<file path="src/rtl/count_timestamp_capture_pkg.sv">
// Shared widths, level-width helper and the {epoch, count} timestamp layout
// used by the timestamp capture block and its FIFO.
package count_ts_pkg;

    localparam int N_DEF   = 4;
    localparam int EXT_DEF = 4;
    localparam int TS_W    = N_DEF + EXT_DEF;

    // Width needed to hold 0..depth inclusive (a full FIFO must be representable).
    function automatic int level_w(input int depth);
        return $clog2(depth + 1);
    endfunction

    typedef struct packed {
        logic [EXT_DEF-1:0] epoch;
        logic [N_DEF-1:0]   count;
    } ts_t;

endpackage

</file>
<file path="src/rtl/count_timestamp_capture_fifo.sv">
// Small synchronous FIFO holding captured timestamps; head is read
// combinationally so a push into an empty FIFO is visible on the next cycle.
module ts_fifo
    import count_ts_pkg::*;
#(
    parameter int W     = TS_W,
    parameter int DEPTH = 4
) (
    input  logic                        clk,
    input  logic                        reset,
    input  logic                        push,
    input  logic                        pop,
    input  logic [W-1:0]                wdata,
    output logic [W-1:0]                rdata,
    output logic [level_w(DEPTH)-1:0]   level,
    output logic                        full,
    output logic                        empty
);

    localparam int AW = $clog2(DEPTH);
    localparam int LW = level_w(DEPTH);
    localparam logic [LW-1:0] LVL_MAX = LW'(DEPTH);
    localparam logic [LW-1:0] LVL_ONE = LW'(1);
    localparam logic [AW-1:0] PTR_ONE = AW'(1);

    if (DEPTH < 2 || (DEPTH & (DEPTH - 1)) != 0) begin : g_depth_check
        $error("ts_fifo: DEPTH must be a power of two and at least 2");
    end

    logic [W-1:0]  mem [DEPTH];
    logic [AW-1:0] wr_ptr;
    logic [AW-1:0] rd_ptr;
    logic          do_push;
    logic          do_pop;

    assign empty   = (level == '0);
    assign full    = (level == LVL_MAX);
    assign do_pop  = pop & ~empty;
    // A full FIFO still takes a write when the head leaves in the same cycle.
    assign do_push = push & (~full | do_pop);

    always_ff @(posedge clk or posedge reset) begin
        if (reset) begin
            wr_ptr <= '0;
            rd_ptr <= '0;
            level  <= '0;
        end else begin
            if (do_push) begin
                wr_ptr <= wr_ptr + PTR_ONE;
            end
            if (do_pop) begin
                rd_ptr <= rd_ptr + PTR_ONE;
            end
            case ({do_push, do_pop})
                2'b10:   level <= level + LVL_ONE;
                2'b01:   level <= level - LVL_ONE;
                default: level <= level;
            endcase
        end
    end

    always_ff @(posedge clk) begin
        if (do_push) begin
            mem[wr_ptr] <= wdata;
        end
    end

    assign rdata = empty ? '0 : mem[rd_ptr];

endmodule

</file>
<file path="src/rtl/count_timestamp_capture.sv">
// Captures the upstream count on each synchronized rising edge of event_in,
// extends it with a wrap-count epoch and queues the result for readout.
module count_timestamp_capture
    import count_ts_pkg::*;
#(
    parameter int N           = N_DEF,
    parameter int EXT         = EXT_DEF,
    parameter int DEPTH       = 4,
    parameter int SYNC_STAGES = 2
) (
    input  logic                        clk,
    input  logic                        reset,
    input  logic [N-1:0]                count_in,
    input  logic                        event_in,
    output logic [N+EXT-1:0]            ts_data,
    output logic                        ts_valid,
    input  logic                        ts_ready,
    output logic [level_w(DEPTH)-1:0]   level,
    output logic                        overflow,
    input  logic                        overflow_clr
);

    localparam int TSW = N + EXT;

    typedef struct packed {
        logic [EXT-1:0] epoch;
        logic [N-1:0]   count;
    } stamp_t;

    if (SYNC_STAGES < 2) begin : g_sync_check
        $error("count_timestamp_capture: SYNC_STAGES must be at least 2");
    end

    logic [SYNC_STAGES-1:0] sync_q;
    logic                   sync_d;
    logic                   ev_edge;
    logic [N-1:0]           count_prev;
    logic                   wrap;
    logic [EXT-1:0]         epoch;
    logic [EXT-1:0]         epoch_eff;
    stamp_t                 capture;
    logic                   pop;
    logic                   fifo_full;
    logic                   fifo_empty;
    logic                   drop;

    always_ff @(posedge clk or posedge reset) begin
        if (reset) begin
            sync_q <= '0;
            sync_d <= 1'b0;
        end else begin
            sync_q <= {sync_q[SYNC_STAGES-2:0], event_in};
            sync_d <= sync_q[SYNC_STAGES-1];
        end
    end

    assign ev_edge = sync_q[SYNC_STAGES-1] & ~sync_d;

    // A held count (pipeline fill) is not a wrap; only a strict decrease is.
    assign wrap      = (count_in < count_prev);
    assign epoch_eff = epoch + EXT'(wrap);

    always_ff @(posedge clk or posedge reset) begin
        if (reset) begin
            count_prev <= '0;
            epoch      <= '0;
        end else begin
            count_prev <= count_in;
            epoch      <= epoch_eff;
        end
    end

    assign capture.epoch = epoch_eff;
    assign capture.count = count_in;

    assign ts_valid = ~fifo_empty;
    assign pop      = ts_valid & ts_ready;
    assign drop     = ev_edge & fifo_full & ~pop;

    ts_fifo #(
        .W     (TSW),
        .DEPTH (DEPTH)
    ) u_fifo (
        .clk   (clk),
        .reset (reset),
        .push  (ev_edge),
        .pop   (pop),
        .wdata (capture),
        .rdata (ts_data),
        .level (level),
        .full  (fifo_full),
        .empty (fifo_empty)
    );

    // A drop in the same cycle as a clear leaves the flag set.
    always_ff @(posedge clk or posedge reset) begin
        if (reset) begin
            overflow <= 1'b0;
        end else if (drop) begin
            overflow <= 1'b1;
        end else if (overflow_clr) begin
            overflow <= 1'b0;
        end
    end

endmodule

</file>
<file path="config.mk">
export PLATFORM = sky130hd
export DESIGN_NAME = count_timestamp_capture
export DESIGN_NICKNAME = d
export VERILOG_FILES = /design/src/rtl/count_timestamp_capture_pkg.sv /design/src/rtl/count_timestamp_capture_fifo.sv /design/src/rtl/count_timestamp_capture.sv
export SDC_FILE = /design/constraint.sdc
export NUM_CORES = 1
export LEC_CHECK = 0
export ABC_AREA = 1
export CORE_ASPECT_RATIO = 0.6
export CORE_UTILIZATION = 40
export CTS_BUF_LIST = sky130_fd_sc_hd__clkbuf_2
export CTS_CLUSTER_SIZE = 30
export DETAILED_ROUTE_END_ITERATION = 8
export MAX_ROUTING_LAYER = met4
export PLACE_DENSITY = 0.62
export SYNTH_ARGS = -nofsm -noshare
export SYNTH_HDL_FRONTEND = slang
export SYNTH_SLANG_ARGS = --single-unit
</file>
<file path="constraint.sdc">
create_clock -name clk -period 1.9 [get_ports clk]
set_clock_uncertainty 0.1 [all_clocks]
set_input_delay 0.38 -clock clk [delete_from_list [all_inputs] [get_ports clk]]
set_output_delay 0.38 -clock clk [all_outputs]
set_load 0.1 [all_outputs]
</file>
==> results of run 1 <==
## stage by stage
stage | instances | TNS, ns
after floorplan | 222 | -4.30
after global placement | 340 | -10.98
after detailed placement | 340 | -11.38
after CTS | 361 | -4.88
after global routing | 357 | -5.76
final | 357 | -4.29
## Yosys cell counts, types with 3 or more instances
cell      instances
ha_1             10
nand2_1          50
dfrtp_1          19
nand2_2           3
a21oi_1           8
buf_6             4
edfxtp_1         32
inv_1            56
o21ai_0           3
nor2_1            6
nand3_1          20
xnor2_1           3
## worst register-to-register path: cells and delay by family (launching register included)
kind / cells / cell delay (ns)
buffers and inverters: 7 / 0.66
adder cells (fa/ha/maj): 2 / 0.58
flip-flops: 1 / 0.54
AND/OR/NAND/NOR: 3 / 0.26
AO/OA/AOI/OAI: 1 / 0.11
## layer usage
layer  part of all wire [%]  global-route usage [%]  wire [um]  up-vias
met1                     50                    25.6       2440      731
met2                     46                    28.3       2240       19
li1                       -                       -          -      802
met3                    2.6                    4.38        127        6
met4                    1.1                    3.93         51        0
met5                      0                       -          0        -
## cell type report
type                    count  share of cell area [%]
clock buffers               6                   0.912
repair buffers             54                    19.4
well taps                  77                    2.93
clock inverters             2                   0.266
flip-flops and latches     51                    44.0
multi-input cells         110                    25.6
inverters                  57                    6.92
## flip-flops by register name, summed over array words and instances, names as in the netlist
| signal | cells |
|---|---|
| count_prev | 4 |
| overflow | 1 |
| epoch | 4 |
| u_fifo.rd_ptr | 2 |
| u_fifo.wr_ptr | 2 |
| sync_d | 1 |
| u_fifo.level | 3 |
| u_fifo.mem | 32 |
| sync_q | 2 |
## cell families after synthesis
logic type | after synthesis | share of synthesized area, %
flops | 51 | 62.4
compound gates | 13 | 3.10
simple gates | 82 | 15.3
buf+inv | 61 | 11.5
xor+xnor | 4 | 1.52
fa+ha+maj | 11 | 6.30
## worst min-delay path by stage
stage / startpoint / to / slack (ns) / cells past startpoint
after global routing: reset / u_fifo.wr_ptr[1]$_DFFE_PP0P_ / 0.18 / 3
after global placement: sync_q[0]$_DFF_PP0_ / sync_q[1]$_DFF_PP0_ / 0.24 / 0
after detailed placement: sync_q[0]$_DFF_PP0_ / sync_q[1]$_DFF_PP0_ / 0.24 / 0
after CTS: reset / u_fifo.wr_ptr[1]$_DFFE_PP0P_ / 0.14 / 3
final: reset / count_prev[0]$_DFF_PP0_ / 0.15 / 3
after floorplan: reset / count_prev[0]$_DFF_PP0_ / 0.23 / 1
## timing repair
action                                  in CTS  in global routing
hold buffers                                 0                  0
resized for setup                           17                 21
endpoints found under the setup margin      20                 23
setup buffers                               13                  3
pin swaps                                    8                  8
==> results.md, run 1 <==
- Status: complete, but fails checks
- Violated checks: negative setup slack
- Global-route wire length before repair: 7920 um
- Initial Util: 43.4%
- Share of layout cells above drive strength 1: 33.6%
- Nets: 299
- Die X-Extent: 100 um
- Reg-to-reg endpoint: u_fifo.level[1]$_DFFE_PP0P_
- Antenna viol nets, final: 0
- Routed WL: 4850 um
- Fin. max-slew vios: 0
- Clk slew on worst S/H paths: 0.23 ns
- Diode count: 0
- Vert. Die Dim: 60.8 um
- Max-slew headroom: 74.3%
- Worst Setup EP: ts_data[7]
- Clock Sinks: 51
- Vias in the first global route: 1552
- Total CTS buffers: 5
- Most used DFF post-synth: edfxtp_1
- Clk_lat worst skew: 0.41 ns
- Drt via density: 4.36
- Post-synth EDFFs: 32
- Required time of the worst setup path: 1.42 ns
- Post-Layout Inst Area: 3290 um^2
- Seq. cell area: 1450 um^2
- Delay of the slowest critical-path stage: 0.54 ns
- Top-level port count: 22
- Tcrit/Tclk final: 121%
- 1st-pass router iterations: 4
- Area delta synth->final: 42.9%
- Worst path bufs/invs: 5
- Mapped Cells: 222
- Commonest cells after routing, fill and taps aside: 50 x inv_1, 45 x nand2_1, 32 x edfxtp_1
- DRT iter0 DRCs: 53
- R2r setup slk: -0.39 ns
- CP startpoint: u_fifo.level[0]$_DFFE_PP0P_
- Max cap viols: 0
- Critical Path Start Type: register
- Worst Path Max Fanout: 8
- Dpl cell area: 3030 um^2
- Max Clk Rate: 433 MHz
- Reg2reg start: u_fifo.level[0]$_DFFE_PP0P_
- Largest net degree at the start of global routing: 20
- CTS max path bufs: 2
- Synth area leader: edfxtp_1
- Mapped cell area: 2300 um^2
- Gpl congestion: 0.749
- Full die area: 6080 um^2
- Critical path class: reg2out
- Final core occ: 62.1%
- GRT Resource Usage Total: 18.5%
- Hold slack: 0.153 ns
- CORE AREA: 5310 um^2
- DR DRC count: 0
- Library cells used by synthesis: 20
- RSZ-0062 raised after global routing: true
- WL/cell: 13.6 um
- Worst setup EP type: primary output
- H-Tree Depth: 2
- Synth async-reset ratio: 37.3%
- Most common cell after layout, fill and taps aside: inv_1
- Worst setup margin: -0.408 ns
- Syn Area/Cell: 10.4 um^2
- Crit path time final: 2.31 ns
- Synth area leaders: edfxtp_1 42%, dfrtp_1 21%, inv_1 9.1%
- Placed wire-length estimate: 3070 um
- Cell row count: 20
- CP Depth: 8
- Yosys reg bits: 51
- Fin. Hold Viols: 0
- Top cell by count, worst path: buf_12
- Total grt overflow: 0
- CP Data Arrival Time: 1.83 ns
- Yosys top cell area share: 41.7%
- Clock root cell: clkbuf_2
- Slew @ Worst Pin: 0.385 ns
- Final-report setup violation count: 17
- Delay-heaviest family, CP: buffers and inverters
- Sequential-to-total area share from yosys stat: 62.4%
- Hold Path Class: in2async
- Filler instances: 451
- Crit path max-delay cell type: dfrtp_4
- Initial antenna violation count: 0
- Net Count, Synth: 242
- CTS tree: built
- Area of the multi-input gates: 842 um^2
- IO Port Bufs: 21
- CP cell instances: nor2_4 > buf_12 > nand2_8 > buf_6 > clkinvlp_4 > buf_12 > a21oi_4 > buf_12
- Worst R2R Path Depth: 13
- Ys Warns: 0
- DR vias: 1558
- Pre-CTS setup slack: -0.575 ns
Power of run 1 is left out: the tool's default activity adds up to more than one toggle a clock period on the data nets, which glitch-free logic cannot reach.
==> inputs of run 2 (changes only) <==
TNS_END_PERCENT = 20   (was default)
==> run 2 against run 1 <==
Net effect: critical path depth is 1 lower; the flow still finishes with violations (negative setup slack); utilization decreased by 1.9 points; via count down 4.4%; sequential cell count unchanged; setup slack improved by 0.040 ns; die area unchanged; count of clock-buffer cells in the layout down 1; worst hold slack got worse by 0.041 ns; final cell count shrank 2.0%; largest cell class unchanged.
==> results.md, run 2 (same netlist as run 1, synthesis figures left out) <==
- CP Data Arrival Time: 1.79 ns (-0.04 ns)
- Largest register FFs: 32 (unchanged)
- WL/cell: 12.3 um (-9.3%)
- Drt via density: 4.26 (-2.5%)
- DR DRC count: 0 (unchanged)
- Full die area: 6080 um^2 (unchanged)
- CORE AREA: 5310 um^2 (unchanged)
- Dpl cell area: 3020 um^2 (-0.25%)
- Crit path max-delay cell type: dfrtp_4
- H-Tree Depth: 2 (unchanged)
- Routed WL: 4320 um (-11%)
- Area delta synth->final: 38.5%
- Slew @ Worst Pin: 0.287 ns (-0.0975 ns)
- Delay-heaviest family, CP: buffers and inverters
- 1st-pass router iterations: 4 (unchanged)
- GRT Resource Usage Total: 17.6% (-0.97 points)
- Top Registers: u_fifo.mem x32, count_prev x4, epoch x4
- CTS max path bufs: 2 (unchanged)
- Clock root cell: clkbuf_2
- Vias in the first global route: 1480 (-4.6%)
- Placed wire-length estimate: 2990 um (-2.7%)
- Worst Setup EP: ts_data[6]
- Reg2reg start: u_fifo.level[0]$_DFFE_PP0P_
- Hold Path Class: in2async
- Clk_lat worst skew: 0.44 ns (+0.03 ns)
- Total Neg Setup Slack: -3.14 ns (+1.15 ns)
- Status: complete, but fails checks
- Worst setup margin: -0.368 ns (+0.0400 ns)
- CP Depth: 7 (-1)
- Top-level port count: 22 (unchanged)
- Nets: 292 (-2.3%)
- R2r setup slk: -0.14 ns (+0.25 ns)
- Worst path bufs/invs: 4 (-1)
- CTS tree: built
- Largest net degree at the start of global routing: 20 (unchanged)
- Worst R2R Path Depth: 13 (unchanged)
- Max-slew headroom: 80.9% (+6.5 points)
- Fin. max-slew vios: 0 (unchanged)
- IO Port Bufs: 21 (unchanged)
- DR vias: 1490 (-4.4%)
- Final-report setup violation count: 11 (-6)
- Critical path class: reg2out
- Worst Path Max Fanout: 5 (-3)
- Largest reg by FF count: u_fifo.mem
- Violated checks: negative setup slack
- Worst setup EP type: primary output
- Required time of the worst setup path: 1.42 ns (about the same)
- CP cell instances: nor2_4 > buf_12 > nand2_8 > clkinvlp_4 > buf_12 > a21oi_4 > buf_12
- DRT iter0 DRCs: 53 (unchanged)
- Crit path time final: 2.27 ns (-0.0400 ns)
- Clk slew on worst S/H paths: 0.28 ns (+0.05 ns)
- Diode count: 0 (unchanged)
- Reg-to-reg endpoint: u_fifo.level[2]$_DFFE_PP0P_
- Commonest cells after routing, fill and taps aside: 51 x inv_1, 49 x nand2_1, 32 x edfxtp_1
- Delay of the slowest critical-path stage: 0.50 ns (-0.04 ns)
- Vert. Die Dim: 60.8 um (unchanged)
- Gpl congestion: 0.735 (-1.8%)
- Cell row count: 20 (unchanged)
- Share of layout cells above drive strength 1: 29.3% (-4.3 points)
- Top cell by count, worst path: buf_12
- Antenna viol nets, final: 0 (unchanged)
- CTS Hold Bufs: 0 (unchanged)
- Total CTS buffers: 5 (unchanged)
- Die X-Extent: 100 um (unchanged)
- Global-route wire length before repair: 7460 um (-5.8%)
- Most common cell after layout, fill and taps aside: inv_1
- Clock Sinks: 51 (unchanged)
- Fin. Hold Viols: 0 (unchanged)
- Max Clk Rate: 441 MHz (+1.8%)
- Initial antenna violation count: 0 (unchanged)
- Tcrit/Tclk final: 119% (-2.1 points)
- Post-Layout Inst Area: 3190 um^2 (-3.1%)
- Max cap viols: 0 (unchanged)
- Total grt overflow: 0 (unchanged)
- CP startpoint: u_fifo.level[1]$_DFFE_PP0P_
- RSZ-0062 raised after global routing: true
- Critical Path Start Type: register
- Initial Util: 43.4% (unchanged)
==> run 2: per-stage QoR <==
stage	util, %	hold WS [ns]	cells	setup WS, ns
2_1_floorplan	-	0.231	222	-0.477
3_3_place_gp	56.9	0.234	339	-0.536
5_1_grt	60.1	0.128	350	-0.462
3_5_place_dp	56.9	0.249	339	-0.565
4_1_cts	59.0	0.0946	349	-0.408
6_report	60.1	0.112	350	-0.368
==> run 2: per-layer routing <==
metal  vias up  GRT usage, %  share of wire [%]
met5         -             -                  0
met4         0          4.35               0.60
met3         5          4.15                2.9
met2        23          25.6                 41
met1       674          24.9                 56
li1        788             -                  -
==> run 2: worst min-delay path by stage <==
stage | cells after the start | end | slack [ns] | startpoint
floorplan | 1 | count_prev[0]$_DFF_PP0_ | 0.23 | reset
global placement | 0 | sync_q[1]$_DFF_PP0_ | 0.23 | sync_q[0]$_DFF_PP0_
detailed placement | 0 | sync_q[1]$_DFF_PP0_ | 0.25 | sync_q[0]$_DFF_PP0_
CTS | 3 | epoch[2]$_DFF_PP0_ | 0.09 | reset
global route | 3 | epoch[2]$_DFF_PP0_ | 0.13 | reset
finish | 3 | epoch[2]$_DFF_PP0_ | 0.11 | reset
==> run 2: what timing repair did <==
action | 4_1_cts | 5_1_grt
setup buffers | 2 | 1
endpoints found under the hold margin | 0 | 0
resized for setup | 9 | 10
endpoints found under the setup margin | 25 | 25
pin swaps | 4 | 0
==> run 2: worst register-to-register path: stages (launching register included) <==
cell	delay (ns)
dfrtp_4	0.55
nor2_4	0.15
buf_4	0.13
buf_4	0.10
nand2_1	0.07
nand2_2	0.12
ha_4	0.14
inv_2	0.04
fa_2	0.33
inv_1	0.06
nand2_1	0.06
nand3_1	0.07
nand2_1	0.05
nand2_1	0.05
==> run 2: cell type report <==
cell class	instances	area [um^2]
repair buffers	47	564
well taps	77	96.3
flip-flops and latches	51	1450
inverters	57	229
clock inverters	3	46.3
clock buffers	5	25.0
fillers	449	2120
multi-input cells	110	779
Power of run 2 is left out for the same reason.
==> inputs of run 3 (changes only) <==
HOLD_SLACK_MARGIN = 0.1   (was default)
==> run 3 against run 2 <==
Net effect: the run still ends with negative setup slack left; critical path depth unchanged; register-to-register slack about the same; final cell count increased by 0.29%; global-route usage about the same; first-iteration DRC count decreased by 1.9%; setup slack improved by 0.0013 ns; sequential cell count unchanged; final area increased by 0.31%; worst hold slack improved by 0.15 ns; sequential share of layout area decreased by 0.14 points; utilization increased by 0.19 points; fmax about the same.
==> results.md, run 3 (same netlist as run 1, synthesis figures left out) <==
- Fin cells: 351 (+0.29%)
- Clock root cell: clkbuf_2
- Share of layout cells above drive strength 1: 29.2% (-0.11 points)
- Hold path depth: 1
- Status: complete, but fails checks
- Global-route wire length before repair: 7450 um (-0.17%)
- Max Clk Rate: 441 MHz (about the same)
- Worst setup margin: -0.366 ns (+0.00128 ns)
- 1st-pass router iterations: 4 (unchanged)
- Clk slew on worst S/H paths: 0.25 ns (-0.03 ns)
- CORE AREA: 5310 um^2 (unchanged)
- Hold Path Class: in2reg
- Full die area: 6080 um^2 (unchanged)
- CTS max path bufs: 2 (unchanged)
- DR vias: 1494 (+0.27%)
- Tcrit/Tclk final: 119% (about the same)
- Fin. Hold Viols: 0 (unchanged)
- Final-report setup violation count: 11 (unchanged)
- Initial Util: 43.4% (unchanged)
- CTS tree: built
- Slew @ Worst Pin: 0.287 ns (-0.000420 ns)
- Top-level port count: 22 (unchanged)
- Commonest cells after routing, fill and taps aside: 51 x inv_1, 49 x nand2_1, 32 x edfxtp_1
- Max-slew headroom: 80.9% (about the same)
- Largest net degree at the start of global routing: 20 (unchanged)
- Critical path class: reg2out
- Required time of the worst setup path: 1.42 ns (about the same)
- Clock Sinks: 51 (unchanged)
- Vias in the first global route: 1474 (-0.41%)
- Total CTS buffers: 5 (unchanged)
- DR DRC count: 0 (unchanged)
- Worst Path Max Fanout: 5 (unchanged)
- WL/cell: 12.3 um (-0.33%)
- Violated checks: negative setup slack
- CP cell instances: nor2_4 > buf_12 > nand2_8 > clkinvlp_4 > buf_12 > a21oi_4 > buf_12
- DRT iter0 DRCs: 52 (-1.9%)
- Reg-to-reg endpoint: u_fifo.level[2]$_DFFE_PP0P_
- Worst Hold Launch: event_in
- Filler instances: 449 (unchanged)
- Total grt overflow: 0 (unchanged)
- Worst path bufs/invs: 4 (unchanged)
- Routed WL: 4310 um (about the same)
- IO Port Bufs: 21 (unchanged)
- Top cell by count, worst path: buf_12
- Critical Path Start Type: register
- R2r setup slk: -0.14 ns (about the same)
- Die X-Extent: 100 um (unchanged)
- CP Data Arrival Time: 1.79 ns (about the same)
- Antenna viol nets, final: 0 (unchanged)
- Crit path time final: 2.27 ns (-0.00128 ns)
- Cell row count: 20 (unchanged)
- Crit path max-delay cell type: dfrtp_4
- Delay of the slowest critical-path stage: 0.50 ns (about the same)
- Total Neg Setup Slack: -3.14 ns (+0.00247 ns)
- Gpl congestion: 0.735 (unchanged)
- Reg2reg start: u_fifo.level[0]$_DFFE_PP0P_
- Fin. max-slew vios: 0 (unchanged)
- Worst R2R Path Depth: 13 (unchanged)
- Vert. Die Dim: 60.8 um (unchanged)
- Initial antenna violation count: 0 (unchanged)
- Most common cell after layout, fill and taps aside: inv_1
- Delay-heaviest family, CP: buffers and inverters
- Largest register FFs: 32 (unchanged)
- Diode count: 0 (unchanged)
- Worst setup EP type: primary output
- Top Registers: u_fifo.mem x32, count_prev x4, epoch x4
- RSZ-0062 raised after global routing: true
- H-Tree Depth: 2 (unchanged)
- GRT Resource Usage Total: 17.6% (-0.027 points)
- Nets: 293 (+0.34%)
- Hold EP: sync_q[0]$_DFF_PP0_
- Max cap viols: 0 (unchanged)
- Clk_lat worst skew: 0.44 ns (about the same)
- Area delta synth->final: 38.9%
- Largest reg by FF count: u_fifo.mem
- Drt via density: 4.26 (about the same)
- Placed wire-length estimate: 2990 um (unchanged)
- Placed Instances: 339 (unchanged)
run 3: changes by cell type in the layout (fill, tap and decap cells not counted), sizes merged:
| cell | before | now |
|---|---|---|
| dlygate4sd3 | 0 | 1 |
run 3: worst max path at each step:
| stage | start | to | slack (ns) | cells after the start |
|---|---|---|---|---|
| after global placement | count_in[3] | u_fifo.mem[1][6]$_DFFE_PP_ | -0.54 | 7 |
| final | u_fifo.level[1]$_DFFE_PP0P_ | ts_data[6] | -0.37 | 7 |
| after detailed placement | count_in[3] | u_fifo.mem[1][6]$_DFFE_PP_ | -0.57 | 7 |
| after floorplan | u_fifo.level[1]$_DFFE_PP0P_ | ts_data[0] | -0.48 | 4 |
| after CTS | u_fifo.level[1]$_DFFE_PP0P_ | ts_data[6] | -0.41 | 7 |
| after global routing | u_fifo.level[1]$_DFFE_PP0P_ | ts_data[6] | -0.46 | 7 |
run 3: area by class of cell:
| class | instances | area [um^2] | area share (%) |
|---|---|---|---|
| Clock inverter | 3 | 46.3 | 1.45 |
| Multi-Input combinational cell | 110 | 779 | 24.4 |
| Timing Repair Buffer | 48 | 574 | 18.0 |
| Sequential cell | 51 | 1450 | 45.3 |
| Tap cell | 77 | 96.3 | 3.01 |
| Clock buffer | 5 | 25.0 | 0.782 |
| Inverter | 57 | 229 | 7.16 |
run 3: through the flow:
step                      hold slack (ns)  area [um^2]  utilization, %  worst slack, ns
final                               0.260         3200            60.3           -0.366
after global routing                0.227         3200            60.3           -0.462
after CTS                           0.232         3140            59.2           -0.408
after detailed placement            0.249         3020            56.9           -0.565
after global placement              0.234         3020            56.9           -0.536
after floorplan                     0.231         2430               -           -0.477
run 3: metal layers:
| layer | vias up | global-route usage, % | wire length, um |
|---|---|---|---|
| met1 | 677 | 24.9 | 2400 |
| met2 | 23 | 25.5 | 1760 |
| li1 | 789 | - | - |
| met5 | - | - | 0 |
| met3 | 5 | 4.15 | 125 |
| met4 | 0 | 4.35 | 26 |
run 3: repair_timing:
action                                  in CTS  in global routing
endpoints found under the setup margin      25                 25
resized for setup                            9                 10
hold buffers                                 1                  0
hold endpoints to repair                     4                  0
setup buffers                                2                  1
pin swaps                                    4                  0
Power of run 3 is left out for the same reason.
